`config.mk`:
```
export PLATFORM = sky130hd
export DESIGN_NAME = uart_rx_fifo_flat
export DESIGN_NICKNAME = d
export VERILOG_FILES = /design/src/rtl/uart_rx_fifo_if.sv /design/src/rtl/uart_rx_fifo.sv /design/src/flat_wrapper.sv
export SDC_FILE = /design/constraint.sdc
export NUM_CORES = 1
export LEC_CHECK = 0
export ABC_AREA = 0
export CAP_MARGIN = 20
export CELL_PAD_IN_SITES_DETAIL_PLACEMENT = 0
export CELL_PAD_IN_SITES_GLOBAL_PLACEMENT = 1
export CORE_MARGIN = 1
export CORE_UTILIZATION = 30
export CTS_CLUSTER_DIAMETER = 60
export DETAILED_ROUTE_END_ITERATION = 8
export HOLD_SLACK_MARGIN = 0.02
export PLACE_DENSITY_LB_ADDON = 0.2
export RECOVER_POWER = 50
export SYNTH_ARGS = -nofsm -noshare
export SYNTH_HDL_FRONTEND = slang
export SYNTH_SLANG_ARGS = --single-unit
```
`constraint.sdc`:
```
create_clock -name clk -period 7.9 [get_ports clk]
set_input_delay 1.58 -clock clk [delete_from_list [all_inputs] [get_ports clk]]
set_output_delay 1.58 -clock clk [all_outputs]
set_load 0.01 [all_outputs]
```
`src/rtl/uart_rx_fifo_if.sv`:
```
// Read-side handshake bundle for uart_rx_fifo.
//
// The FIFO is the master: it presents the head entry (outData/outErr)
// together with outValid, and the consumer answers with outReady.
//   outValid  master -> slave  head entry is present
//   outReady  slave  -> master consumer accepts the head entry this cycle
//   outData   master -> slave  head byte
//   outErr    master -> slave  framing-error flag stored with the head byte
interface uart_rx_fifo_if;
    logic       outValid;
    logic       outReady;
    logic [7:0] outData;
    logic       outErr;

    modport master (
        output outValid,
        output outData,
        output outErr,
        input  outReady
    );

    modport slave (
        input  outValid,
        input  outData,
        input  outErr,
        output outReady
    );
endinterface

```
`src/rtl/uart_rx_fifo.sv`:
```
// Receive FIFO placed directly behind the Uart8 receiver (same clk domain).
//
// Each byte completed by the receiver (rising edge of rxDone) is stored with
// its framing-error flag and offered on a first-word-fall-through
// valid/ready port. A byte arriving while the FIFO is full and not being
// drained in the same cycle is dropped; this sets a sticky overflow flag and
// bumps a saturating drop counter. Receive errors that arrive without a
// completed byte are counted in a separate saturating counter.
//
// Ports:
//   clk            system clock, rising edge
//   reset          asynchronous, active-low reset
//   rxDone         Uart8 byte-complete strobe (level or pulse)
//   rxErr          Uart8 framing-error flag
//   rxOut[7:0]     Uart8 received byte, valid while rxDone is high
//   rd             read port (master modport): outValid/outReady/outData/outErr
//   count          occupancy, 0..2**ADDR_W
//   full           count == 2**ADDR_W
//   overflow       sticky, set when a byte is dropped
//   clearOverflow  synchronous clear of overflow (a same-cycle drop wins)
//   dropCount      dropped bytes, saturating
//   errCount       standalone rxErr rising edges, saturating
module uart_rx_fifo #(
    parameter int ADDR_W = 4,
    parameter int CNT_W  = 8
) (
    input  logic              clk,
    input  logic              reset,
    input  logic              rxDone,
    input  logic              rxErr,
    input  logic [7:0]        rxOut,
    uart_rx_fifo_if.master    rd,
    output logic [ADDR_W:0]   count,
    output logic              full,
    output logic              overflow,
    input  logic              clearOverflow,
    output logic [CNT_W-1:0]  dropCount,
    output logic [CNT_W-1:0]  errCount
);
    localparam int              DEPTH      = 1 << ADDR_W;
    localparam logic [ADDR_W:0] FULL_COUNT = {1'b1, {ADDR_W{1'b0}}};

    // Entry layout: {framing error, data byte}.
    logic [8:0]        mem [DEPTH];
    logic [ADDR_W-1:0] wrPtr;
    logic [ADDR_W-1:0] rdPtr;
    logic              rxDoneQ;
    logic              rxErrQ;

    logic push;
    logic pop;
    logic accept;
    logic drop;
    logic errEdge;

    // Status comes straight from the count register, so outReady has no
    // combinational path to outValid.
    assign full        = (count == FULL_COUNT);
    assign rd.outValid = (count != '0);

    // Head is addressed by a registered pointer: no read latency, and a write
    // to the tail never disturbs what is currently presented.
    assign rd.outData = mem[rdPtr][7:0];
    assign rd.outErr  = mem[rdPtr][8];

    // A level-held rxDone still produces exactly one write.
    assign push = rxDone & ~rxDoneQ;
    assign pop  = rd.outValid & rd.outReady;

    // When full, a same-cycle pop frees the slot the push needs.
    assign accept = push & (~full | pop);
    assign drop   = push & full & ~pop;

    // Errors that come with a completed byte live only in the stored flag.
    assign errEdge = rxErr & ~rxErrQ & ~rxDone;

    // NOTE: the storage array has no reset; entries are only observable after
    // a write, and leaving it out keeps the array a plain register file.
    always_ff @(posedge clk) begin
        if (accept) begin
            mem[wrPtr] <= {rxErr, rxOut};
        end
    end

    // NOTE: sequential state uses non-blocking assignments so every register
    // samples the pre-edge values, independent of statement order.
    always_ff @(posedge clk or negedge reset) begin
        if (!reset) begin
            rxDoneQ   <= 1'b0;
            rxErrQ    <= 1'b0;
            wrPtr     <= '0;
            rdPtr     <= '0;
            count     <= '0;
            overflow  <= 1'b0;
            dropCount <= '0;
            errCount  <= '0;
        end else begin
            rxDoneQ <= rxDone;
            rxErrQ  <= rxErr;

            if (accept) begin
                wrPtr <= wrPtr + 1'b1;
            end
            if (pop) begin
                rdPtr <= rdPtr + 1'b1;
            end

            if (accept && !pop) begin
                count <= count + 1'b1;
            end else if (pop && !accept) begin
                count <= count - 1'b1;
            end

            // Set has priority over clear so a drop is never lost.
            if (drop) begin
                overflow <= 1'b1;
            end else if (clearOverflow) begin
                overflow <= 1'b0;
            end

            if (drop && (dropCount != '1)) begin
                dropCount <= dropCount + 1'b1;
            end
            if (errEdge && (errCount != '1)) begin
                errCount <= errCount + 1'b1;
            end
        end
    end
endmodule

```
`src/flat_wrapper.sv`:
```
// flat-port wrapper written by rule: the top's interface ports become plain ports
module uart_rx_fifo_flat 
#(
    parameter int ADDR_W = 4,
    parameter int CNT_W  = 8
)
  (clk, reset, rxDone, rxErr, rxOut, count, full, overflow, clearOverflow, dropCount, errCount, rd_outValid, rd_outData, rd_outErr, rd_outReady);
  uart_rx_fifo_if rd_i ();
  input  logic clk;
  input  logic reset;
  input  logic rxDone;
  input  logic rxErr;
  input  logic [7:0] rxOut;
  output logic [ADDR_W:0] count;
  output logic full;
  output logic overflow;
  input  logic clearOverflow;
  output logic [CNT_W-1:0] dropCount;
  output logic [CNT_W-1:0] errCount;
  output wire logic [$bits(rd_i.outValid)-1:0] rd_outValid;
  output wire logic [$bits(rd_i.outData)-1:0] rd_outData;
  output wire logic [$bits(rd_i.outErr)-1:0] rd_outErr;
  input wire logic [$bits(rd_i.outReady)-1:0] rd_outReady;
  assign rd_outValid = rd_i.outValid;
  assign rd_outData = rd_i.outData;
  assign rd_outErr = rd_i.outErr;
  assign rd_i.outReady = rd_outReady;
  uart_rx_fifo #(.ADDR_W(ADDR_W), .CNT_W(CNT_W)) u_core (.clk(clk), .reset(reset), .rxDone(rxDone), .rxErr(rxErr), .rxOut(rxOut), .rd(rd_i), .count(count), .full(full), .overflow(overflow), .clearOverflow(clearOverflow), .dropCount(dropCount), .errCount(errCount));
endmodule
```
==> qor.csv, run 1 <==
stage;metric;value;unit
run_status;outcome;finished with violations;
run_status;violations;max-capacitance violations, max-slew violations;
critical_path;critical_path_class;flip-flop to primary output;
clock_tree;clockBufferDepth;2;
timing;setup_slack;3.07;ns
logic_synthesis;avgSynthCellArea;17.1;um^2
die;initial_core_util;30.7;%
timing;finalCritPeriodShare;61.1;%
pwr;total_power;0.00290;W
grt;grt_max_degree;58;
grt;grt_pass1_wl;23700;um
pwr;p_int;0.00196;W
logic_synthesis;yosysSeqAreaShare;71.2;%
drt;wl_per_cell;19.1;um
logic_synthesis;synth_seq_cells;176;
timing;finalCriticalPeriod;4.83;ns
logic_synthesis;ys_top_cells_by_area;edfxtp_1, dfrtp_1, mux4_2, mux2i_1, a221oi_1;
clock_tree;post_cts_resized;0;
clock_tree;cts_buffers;17;
place;dp_worst_setup_slack;3.42;ns
critical_path;startpoint_type;flip-flop;
place;portBuffers;46;
logic_synthesis;synth-edff-count;144;
clock_tree;worstSkewPairLatency;0.42;ns
die;boundaryPins;47;
place;gp_congestion;0.769;
critical_path;r2r_setup_slack;4.87;ns
logic_synthesis;yosysUniqueCellTypes;42;
critical_path;critPathBufInv;1;
logic_synthesis;ys_warn_count;0;
clock_tree;h-tree-depth;4;
critical_path;end_kind;primary output;
critical_path;crit_chain;and2_1 > a221oi_1 > a22oi_1 > nand2_1 > clkdlybuf4s50_1;
cells_and_area;antenna-diode-count;0;
die;die_area;24600;um^2
grt;grt_antenna_before_repair;0;
pwr;p_sw;0.000949;W
hold_path;holdCritPathClass;flip-flop to flip-flop;
logic_synthesis;ys.flop_type;edfxtp_1;
grt;grt.overflow.total;0;
logic_synthesis;async_reset_ff_share;18.2;%
logic_synthesis;yosysTopAreaCellShare;60.1;%
critical_path;critPathCapture;rd_outData[7];
timing;tightestPinTransition;1.80;ns
cells_and_area;drive_above_1_share;12.2;%
drt;viasPerCell;4.59;
die;std_cell_rows;56;
critical_path;r2r_end;u_core.count[4];
logic_synthesis;synth.most_common_cell;edfxtp_1;
critical_path;cp-startpoint;u_core.rdPtr[1];
critical_path;r2r-start;u_core.count[0];
place;placed_cells;771;
grt;grt_use_total;13.5;%
die;die_y;157;um
drt;wirelength;15300;um
timing;rsz0062_at_grt;no;
place;dpl.hpwl;9790;um
grt;grt_pass1_vias;3844;
critical_path;worstPathArrival;3.25;ns
drt;num_vias;3686;
pwr;p_clk_share;27.7;%
critical_path;r2r_cells;9;
drt;dr.pass1.iters;4;
logic_synthesis;ys_top_cells_by_count;edfxtp_1, mux2i_1, dfrtp_1, nand2_1;
drt;drcViolationCount;0;
timing;fmax;0.207;GHz
clock_tree;clk_pin_slew;0.07;ns
critical_path;cpPeakStageDelay;0.98;ns
die;die_w;157;um
timing;setup_viol;0;
timing;tns;0;ns
drt;detail_route.iter0.violations;277;
critical_path;required;6.32;ns
critical_path;path_delay_family;flip-flops;
timing;drv_slew;33;
clock_tree;clockRootBuffer;clkbuf_16;
pwr;power_density;338;nW/um^2
pwr;total_leakage_power;2.99;nW
logic_synthesis;synth_area;7200;um^2
timing;max_slew_margin;-20.3;%
timing;hold_violations;0;
cells_and_area;final_nets;498;
cells_and_area;fillers;2220;
logic_synthesis;syn_inst;421;
clock_tree;post_cts_buffers;0;
clock_tree;cts_sinks;176;
die;core_area;23500;um^2
drt;postRouteAntennaNets;0;
critical_path;cp.depth;5;
critical_path;crit_fanout;22;
critical_path;crit_path_top_delay_cell;dfrtp_1;
clock_tree;cts_tree;done;
pwr;vdd_drop_max;145;uV
pwr;combPwrFrac;30.2;%
clock_tree;ctsHoldBuffers;0;
pwr;p_sw_share;32.7;%
cells_and_area;area_growth;19.3;%
pwr;seqPwrFrac;42.1;%
logic_synthesis;synth_area_leader_cell;edfxtp_1;
logic_synthesis;synthesis.nets;447;
job;cap_viol_max_count;1;
cells_and_area;final_cells;803;
timing;finClkSkew;0.0115;ns
-- worst min path at each step --
stage,start,to,slack (ns),depth (start not counted)
floorplan,u_core.wrPtr[3],u_core.wrPtr[3],0.49,1
global placement,u_core.errCount[7],u_core.errCount[7],0.48,1
detailed placement,u_core.errCount[7],u_core.errCount[7],0.50,1
CTS,u_core.errCount[7],u_core.errCount[7],0.52,1
global route,u_core.errCount[3],u_core.errCount[3],0.53,1
finish,u_core.errCount[7],u_core.errCount[7],0.51,1
-- placed cells by master (no fill, tap or decap), types with 2 or more instances in the layout --
master,n
inv_8,4
edfxtp_1,144
a221oi_1,18
clkinvlp_4,4
mux2_2,3
nand2b_1,3
and3_1,5
clkinv_8,3
inv_1,11
xor2_1,7
inv_6,2
mux2i_1,37
nor3b_1,2
nor3_2,2
dfrtp_1,31
a22oi_1,9
clkbuf_16,17
clkdlybuf4s50_1,33
nor3_1,3
dlygate4sd3_1,13
o21ai_0,13
a21oi_1,2
xnor2_1,15
nor2_1,8
nand3_1,6
mux4_2,18
ha_1,11
mux2_1,3
a21o_1,2
a31oi_1,2
nand2_1,20
nand4_1,3
and2_1,16
-- power groups by stage --
stage               clock network, W  registers (W)  logic (W)
CTS                         0.000830        0.00129   0.000822
global placement                   0        0.00131   0.000815
detailed placement                 0        0.00131   0.000818
floorplan                          0        0.00118   0.000572
finish                      0.000806        0.00122   0.000876
global route                0.000866        0.00124   0.000958
-- layer usage --
metal | GRT usage (%) | part of all wire [%] | wire length (um)
met1 | 18.5 | 49 | 7520
met5 | 0 | 0 | 0
met3 | 2.99 | 2.5 | 377
met2 | 21.2 | 48 | 7290
met4 | 4.48 | 0.91 | 140
-- through the flow --
stage	util (%)	cell area, um^2	hold slack (ns)
after CTS	36.5	8570	0.519
after floorplan	-	7200	0.493
final	36.6	8580	0.511
after global routing	36.6	8580	0.532
after detailed placement	34.1	8000	0.504
after global placement	34.1	8000	0.483
-- registers in the layout, summed over array words and instances (netlist names) --
name	flops
u_core.overflow	1
u_core.dropCount	8
u_core.rxErrQ	1
u_core.wrPtr	4
u_core.rxDoneQ	1
u_core.mem	144
u_core.rdPtr	4
u_core.count	5
u_core.errCount	8
-- final cells by class --
class | instances | area (um^2) | area share (%)
clock buffers | 17 | 425 | 4.96
flip-flops and latches | 176 | 5130 | 59.7
repair buffers | 48 | 492 | 5.73
well taps | 319 | 399 | 4.65
inverters | 12 | 45.0 | 0.525
multi-input cells | 217 | 1940 | 22.6
clock inverters | 14 | 150 | 1.75
-- cell families after synthesis --
family	count (synthesis)	synth area share, %
DFF	176	71.2
and+or+nand+nor	75	5.89
muxes	61	11.7
AOI/OAI and AO/OA	47	4.66
buffers and inverters	28	1.63
xor gates and xnor gates	22	2.68
adders and majority gates	12	2.19
-- worst reg2reg max path: stages (launching register included) --
cell and delay (ns):
dfrtp_1 0.47, nor4_1 0.50, a31oi_1 0.39, ha_1 0.34, inv_1 0.17, ha_1 0.30, a21o_1 0.20, a21oi_1 0.20
mux2i_1 0.26, xnor2_1 0.14
Note: power is estimated with default switching activity, not from simulation.
==> inputs of run 2 (changes only) <==
==> constraint.sdc (replaced) <==
create_clock -name clk -period 4.95 [get_ports clk]
set_input_delay 0.99 -clock clk [delete_from_list [all_inputs] [get_ports clk]]
set_output_delay 0.99 -clock clk [all_outputs]
set_load 0.01 [all_outputs]
==> qor.csv, run 2 (synthesis gave the netlist of run 1 again) <==
stage;metric;value;unit;change
cells_and_area;antenna-diode-count;0;;unchanged
pwr;p_int;0.00322;W;+65%
timing;tns;0;ns;unchanged
cells_and_area;largest_reg_flops;144;;unchanged
clock_tree;clockRootBuffer;clkbuf_16;;
cells_and_area;final_cell_mix;edfxtp_1, mux2i_1, clkdlybuf4s50_1, dfrtp_1, nand2_1;;
place;placed_cells;778;;+0.91%
clock_tree;cts_tree;done;;
clock_tree;post_cts_buffers;0;;unchanged
grt;grt_pass1_vias;3940;;+2.5%
grt;grt.busiest_layer;met2;;
timing;hold_violations;0;;unchanged
grt;grt.met1_usage;19.1;%;+0.58 points
critical_path;worstPathArrival;2.93;ns;-0.32 ns
timing;drv_slew;33;;unchanged
timing;finalCritPeriodShare;79.1;%;
timing;fmax;0.255;GHz;
hold_path;min_from;u_core.errCount[7];;
critical_path;critical_path_class;flip-flop to primary output;;
hold_path;whs_path_depth;1;;unchanged
timing;setup_viol;0;;unchanged
clock_tree;worstSkewPairLatency;0.43;ns;about the same
drt;detail_route.iter0.violations;209;;-25%
die;die_y;157;um;unchanged
die;initial_core_util;30.7;%;unchanged
place;dpl.hpwl;10100;um;+3.2%
critical_path;r2r_setup_slack;1.97;ns;-2.90 ns
pwr;power_density;545;nW/um^2;+61%
timing;finClkSkew;0.0115;ns;-0.0000626 ns
die;die_w;157;um;unchanged
pwr;total_leakage_power;3.03;nW;+1.3%
timing;finalCriticalPeriod;3.92;ns;
timing;rsz0062_at_grt;no;;
grt;met2_usage;21.7;%;+0.57 points
clock_tree;cts_buffers;17;;unchanged
pwr;p_sw_share;31.3;%;-1.3 points
cells_and_area;final_cells;810;;+0.87%
critical_path;startpoint_type;flip-flop;;
grt;met3_usage;3.41;%;+0.42 points
drt;wirelength;15700;um;+2.5%
cells_and_area;mostFrequentLayoutCell;edfxtp_1;;
place;portBuffers;46;;unchanged
clock_tree;post_cts_resized;0;;unchanged
timing;tightestPinTransition;1.89;ns;+0.0881 ns
grt;grt_use_total;14.0;%;+0.50 points
hold_path;holdCritPathClass;flip-flop to flip-flop;;
pwr;vdd_drop_max;224;uV;+55%
cells_and_area;drive_above_1_share;12.2;%;+0.030 points
drt;drcViolationCount;0;;unchanged
drt;dr.pass1.iters;4;;unchanged
die;core_area;23500;um^2;unchanged
clock_tree;cts_sinks;176;;unchanged
die;std_cell_rows;56;;unchanged
critical_path;r2r-start;u_core.count[0];;
die;die_area;24600;um^2;unchanged
critical_path;end_kind;primary output;;
cells_and_area;finalInstanceArea;8600;um^2;+0.23%
timing;max_slew_margin;-26.1;%;-5.9 points
pwr;p_clk_share;28.3;%;+0.6 points
critical_path;r2r_end;u_core.count[4];;
job;cap_viol_max_count;1;;unchanged
drt;viasPerCell;4.68;;+2.0%
cells_and_area;area_growth;19.6;%;
pwr;p_sw;0.00147;W;+55%
die;boundaryPins;47;;unchanged
place;gp_congestion;0.766;;-0.45%
grt;grt_pass1_wl;24500;um;+3.6%
grt;grt.overflow.total;0;;unchanged
cells_and_area;top_register;u_core.mem;;
run_status;violations;max-capacitance violations, max-slew violations;;
critical_path;r2r_cells;9;;unchanged
run_status;outcome;finished with violations;;
clock_tree;clockBufferDepth;2;;unchanged
drt;num_vias;3791;;+2.8%
clock_tree;ctsHoldBuffers;0;;unchanged
grt;grt_max_degree;34;;-41%
drt;postRouteAntennaNets;0;;unchanged
drt;wl_per_cell;19.4;um;+1.6%
pwr;total_power;0.00469;W;+61%
pwr;seqPwrFrac;41.8;%;-0.3 points
cells_and_area;final_nets;504;;+1.2%
place;place_area;8050;um^2;+0.63%
cells_and_area;reg_top3;u_core.mem x144, u_core.dropCount x8, u_core.errCount x8;;
critical_path;required;3.96;ns;-2.36 ns
critical_path;crit_fanout;33;;+50%
pwr;combPwrFrac;29.9;%;-0.3 points
clock_tree;h-tree-depth;4;;unchanged
hold_path;holdPathEnd;u_core.errCount[7];;
grt;grt_antenna_before_repair;0;;unchanged
clock_tree;clk_pin_slew;0.06;ns;about the same
==> run 2: worst max-delay path by stage <==
stage	start	endpoint	depth (start not counted)
global route	u_core.rdPtr[0]	rd_outData[2]	6
floorplan	rd_outReady	u_core.count[4]	9
global placement	rd_outReady	u_core.count[4]	10
finish	u_core.rdPtr[0]	rd_outData[0]	6
detailed placement	rxDone	u_core.count[4]	10
CTS	u_core.rdPtr[0]	rd_outData[2]	6
==> run 2: metrics by stage <==
stage | hold slack (ns) | utilization (%) | setup slack, ns
after floorplan | 0.493 | - | 1.97
after global placement | 0.501 | 34.3 | 1.25
after detailed placement | 0.507 | 34.3 | 1.14
after CTS | 0.520 | 36.8 | 0.964
after global routing | 0.549 | 36.7 | 0.776
final | 0.509 | 36.7 | 1.03
==> run 2: power by group through the flow <==
stage,logic [W],clock network [W],registers (W)
6_report,0.00140,0.00133,0.00196
3_5_place_dp,0.00142,0,0.00200
3_3_place_gp,0.00142,0,0.00199
5_1_grt,0.00153,0.00143,0.00199
2_1_floorplan,0.000913,0,0.00188
4_1_cts,0.00143,0.00137,0.00197
==> run 2: per-layer routing <==
metal / vias up / part of all wire (%)
met4: 0 / 1.2
met5: - / 0
met1: 1964 / 48
li1: 1756 / -
met3: 13 / 2.7
met2: 58 / 48
==> run 2: critical path, cell delays in order (launching register included) <==
cell	delay, ns
dfrtp_4	0.84
buf_4	0.35
mux2i_1	0.12
a221oi_1	0.37
o21ai_0	0.12
nand2_1	0.13
clkdlybuf4s50_1	0.55
==> run 2: layout make-up <==
type	instances	area (um^2)
fill	2213	14900
sequential	176	5130
multi-input combinational	217	1940
timing repair buffer	54	513
clock buffer	21	450
tap	319	399
clock inverter	11	130
inverter	12	45.0
==> inputs of run 3 (changes only) <==
==> constraint.sdc (replaced) <==
create_clock -name clk -period 4.01 [get_ports clk]
set_input_delay 0.802 -clock clk [delete_from_list [all_inputs] [get_ports clk]]
set_output_delay 0.802 -clock clk [all_outputs]
set_load 0.01 [all_outputs]
==> qor.csv, run 3 (synthesis gave the netlist of run 1 again) <==
stage;metric;value;unit;change
clock_tree;cts_tree;done;;
place;gp_congestion;0.725;;-5.3%
cells_and_area;area_growth;20.6;%;
critical_path;cpPeakStageDelay;0.74;ns;-0.10 ns
clock_tree;h-tree-depth;4;;unchanged
die;die_y;157;um;unchanged
hold_path;min_from;u_core.errCount[7];;
drt;wl_met1;7770;um;+1.9%
clock_tree;clockRootBuffer;clkbuf_16;;
critical_path;r2r_setup_slack;1.08;ns;-0.89 ns
clock_tree;cts_sinks;176;;unchanged
drt;postRouteAntennaNets;0;;unchanged
critical_path;r2r_end;u_core.count[4];;
cells_and_area;final_cell_mix;edfxtp_1, mux2i_1, clkdlybuf4s50_1, dfrtp_1, nand2_1;;
hold_path;holdPathEnd;u_core.errCount[7];;
grt;grt_antenna_before_repair;0;;unchanged
critical_path;critPathBufInv;2;;unchanged
cells_and_area;drive_above_1_share;13.5;%;+1.3 points
drt;wl_per_cell;19.3;um;-0.46%
timing;rsz0062_at_grt;no;;
die;die_w;157;um;unchanged
cells_and_area;final_nets;510;;+1.2%
critical_path;crit_chain;buf_12 > mux2i_1 > a221oi_1 > a22oi_1 > nand2_1 > clkdlybuf4s50_1;;
critical_path;end_kind;primary output;;
critical_path;r2r-start;u_core.count[0];;
critical_path;required;3.21;ns;-0.75 ns
grt;grt_use_total;14.1;%;+0.058 points
drt;dr_wl_met3;422;um;-1.2%
timing;finClkSkew;0.0138;ns;+0.00231 ns
cells_and_area;largest_reg_flops;144;;unchanged
clock_tree;post_cts_buffers;0;;unchanged
grt;grt_pass1_vias;4027;;+2.2%
clock_tree;clk_pin_slew;0.07;ns;about the same
cells_and_area;antenna-diode-count;0;;unchanged
clock_tree;ctsHoldBuffers;0;;unchanged
run_status;outcome;finished with violations;;
critical_path;critical_path_class;flip-flop to primary output;;
place;portBuffers;46;;unchanged
pwr;seqPwrFrac;40.4;%;-1.4 points
cells_and_area;mostFrequentLayoutCell;edfxtp_1;;
clock_tree;post_cts_resized;0;;unchanged
pwr;total_power;0.00587;W;+25%
clock_tree;cts_buffers;17;;unchanged
drt;detail_route.iter0.violations;329;;+57%
die;core_area;23500;um^2;unchanged
hold_path;whs_path_depth;1;;unchanged
critical_path;crit_fanout;26;;-21%
hold_path;holdCritPathClass;flip-flop to flip-flop;;
critical_path;worstPathArrival;2.96;ns;+0.03 ns
timing;drv_slew;33;;unchanged
pwr;p_sw_share;32.7;%;+1.3 points
drt;wirelength;15800;um;+0.28%
drt;viasPerCell;4.62;;-1.4%
die;std_cell_rows;56;;unchanged
pwr;power_density;676;nW/um^2;+24%
timing;tightestPinTransition;1.81;ns;-0.0853 ns
pwr;vdd_drop_max;355;uV;+58%
timing;max_slew_margin;-20.4;%;+5.7 points
cells_and_area;top_register;u_core.mem;;
critical_path;crit_path_top_delay_cell;dfrtp_4;;
run_status;violations;max-capacitance violations, max-slew violations;;
pwr;p_sw;0.00192;W;+30%
timing;tns;0;ns;unchanged
critical_path;path_delay_family;buffers and inverters;;
pwr;p_int;0.00395;W;+23%
timing;hold_violations;0;;unchanged
die;boundaryPins;47;;unchanged
pwr;total_leakage_power;3.05;nW;+0.69%
drt;drcViolationCount;0;;unchanged
timing;setup_viol;0;;unchanged
pwr;p_clk_share;28.2;%;about the same
place;placed_cells;784;;+0.77%
timing;finalCritPeriodShare;93.7;%;
timing;finalCriticalPeriod;3.76;ns;
die;initial_core_util;30.7;%;unchanged
drt;num_vias;3767;;-0.63%
critical_path;r2r_cells;10;;+1
clock_tree;clockBufferDepth;2;;unchanged
place;dpl.hpwl;10300;um;+2.3%
grt;grt.overflow.total;0;;unchanged
drt;dr.max_layer_used;met4;;
cells_and_area;final_cells;816;;+0.74%
pwr;combPwrFrac;31.4;%;+1.5 points
drt;wl_met2;7490;um;+0.27%
cells_and_area;reg_top3;u_core.mem x144, u_core.dropCount x8, u_core.errCount x8;;
grt;grt_max_degree;33;;-2.9%
drt;dr.pass1.iters;5;;+1
die;die_area;24600;um^2;unchanged
job;cap_viol_max_count;1;;unchanged
critical_path;startpoint_type;flip-flop;;
timing;fmax;0.266;GHz;
grt;grt_pass1_wl;24900;um;+1.4%
clock_tree;worstSkewPairLatency;0.42;ns;about the same
-- run 3: cell types whose count changed in the layout (fill, tap and decap cells not counted), sizes merged --
cell / previous run / this run
dlygate4sd3: 14 / 11
clkbuf: 23 / 20
clkinv: 6 / 7
clkdlybuf4s50: 32 / 35
inv: 15 / 17
bufinv: 2 / 1
clkinvlp: 0 / 2
buf: 6 / 11
-- run 3: power by group through the flow --
stage / Sequential [W] / Combinational [W] / Clock, W
global route: 0.00241 / 0.00202 / 0.00178
floorplan: 0.00233 / 0.00113 / 0
finish: 0.00237 / 0.00184 / 0.00166
global placement: 0.00240 / 0.00185 / 0
CTS: 0.00237 / 0.00188 / 0.00170
detailed placement: 0.00241 / 0.00187 / 0
-- run 3: worst max-delay path by stage --
stage	startpoint	slack, ns	to	cells after the start
2_1_floorplan	rd_outReady	1.22	u_core.count[4]	9
3_3_place_gp	u_core.rdPtr[0]	0.70	rd_outData[1]	6
3_5_place_dp	u_core.rdPtr[0]	0.66	rd_outData[6]	6
4_1_cts	u_core.rdPtr[0]	0.19	rd_outData[6]	6
5_1_grt	u_core.rdPtr[0]	0.04	rd_outData[6]	6
6_report	u_core.rdPtr[0]	0.25	rd_outData[6]	6
-- run 3: metal layers --
layer | track usage [%] | up-vias
li1 | - | 1767
met1 | 19.6 | 1935
met2 | 22.0 | 57
met3 | 3.27 | 8
met4 | 3.73 | 0
met5 | 0 | -
-- run 3: layout make-up --
class,instances,area [um^2]
sequential,176,5130
clock buffer,17,425
inverter,12,45.0
clock inverter,15,173
multi-input combinational,217,1940
fill,2204,14800
tap,319,399
timing repair buffer,60,567
-- run 3: per-stage QoR --
| step | hold WS [ns] | area (um^2) | utilization [%] | setup slack [ns] |
|---|---|---|---|---|
| 3_3_place_gp | 0.495 | 8100 | 34.5 | 0.695 |
| 2_1_floorplan | 0.493 | 7200 | - | 1.22 |
| 4_1_cts | 0.524 | 8700 | 37.1 | 0.188 |
| 3_5_place_dp | 0.514 | 8100 | 34.5 | 0.657 |
| 6_report | 0.520 | 8680 | 37.0 | 0.251 |
| 5_1_grt | 0.527 | 8680 | 37.0 | 0.0435 |
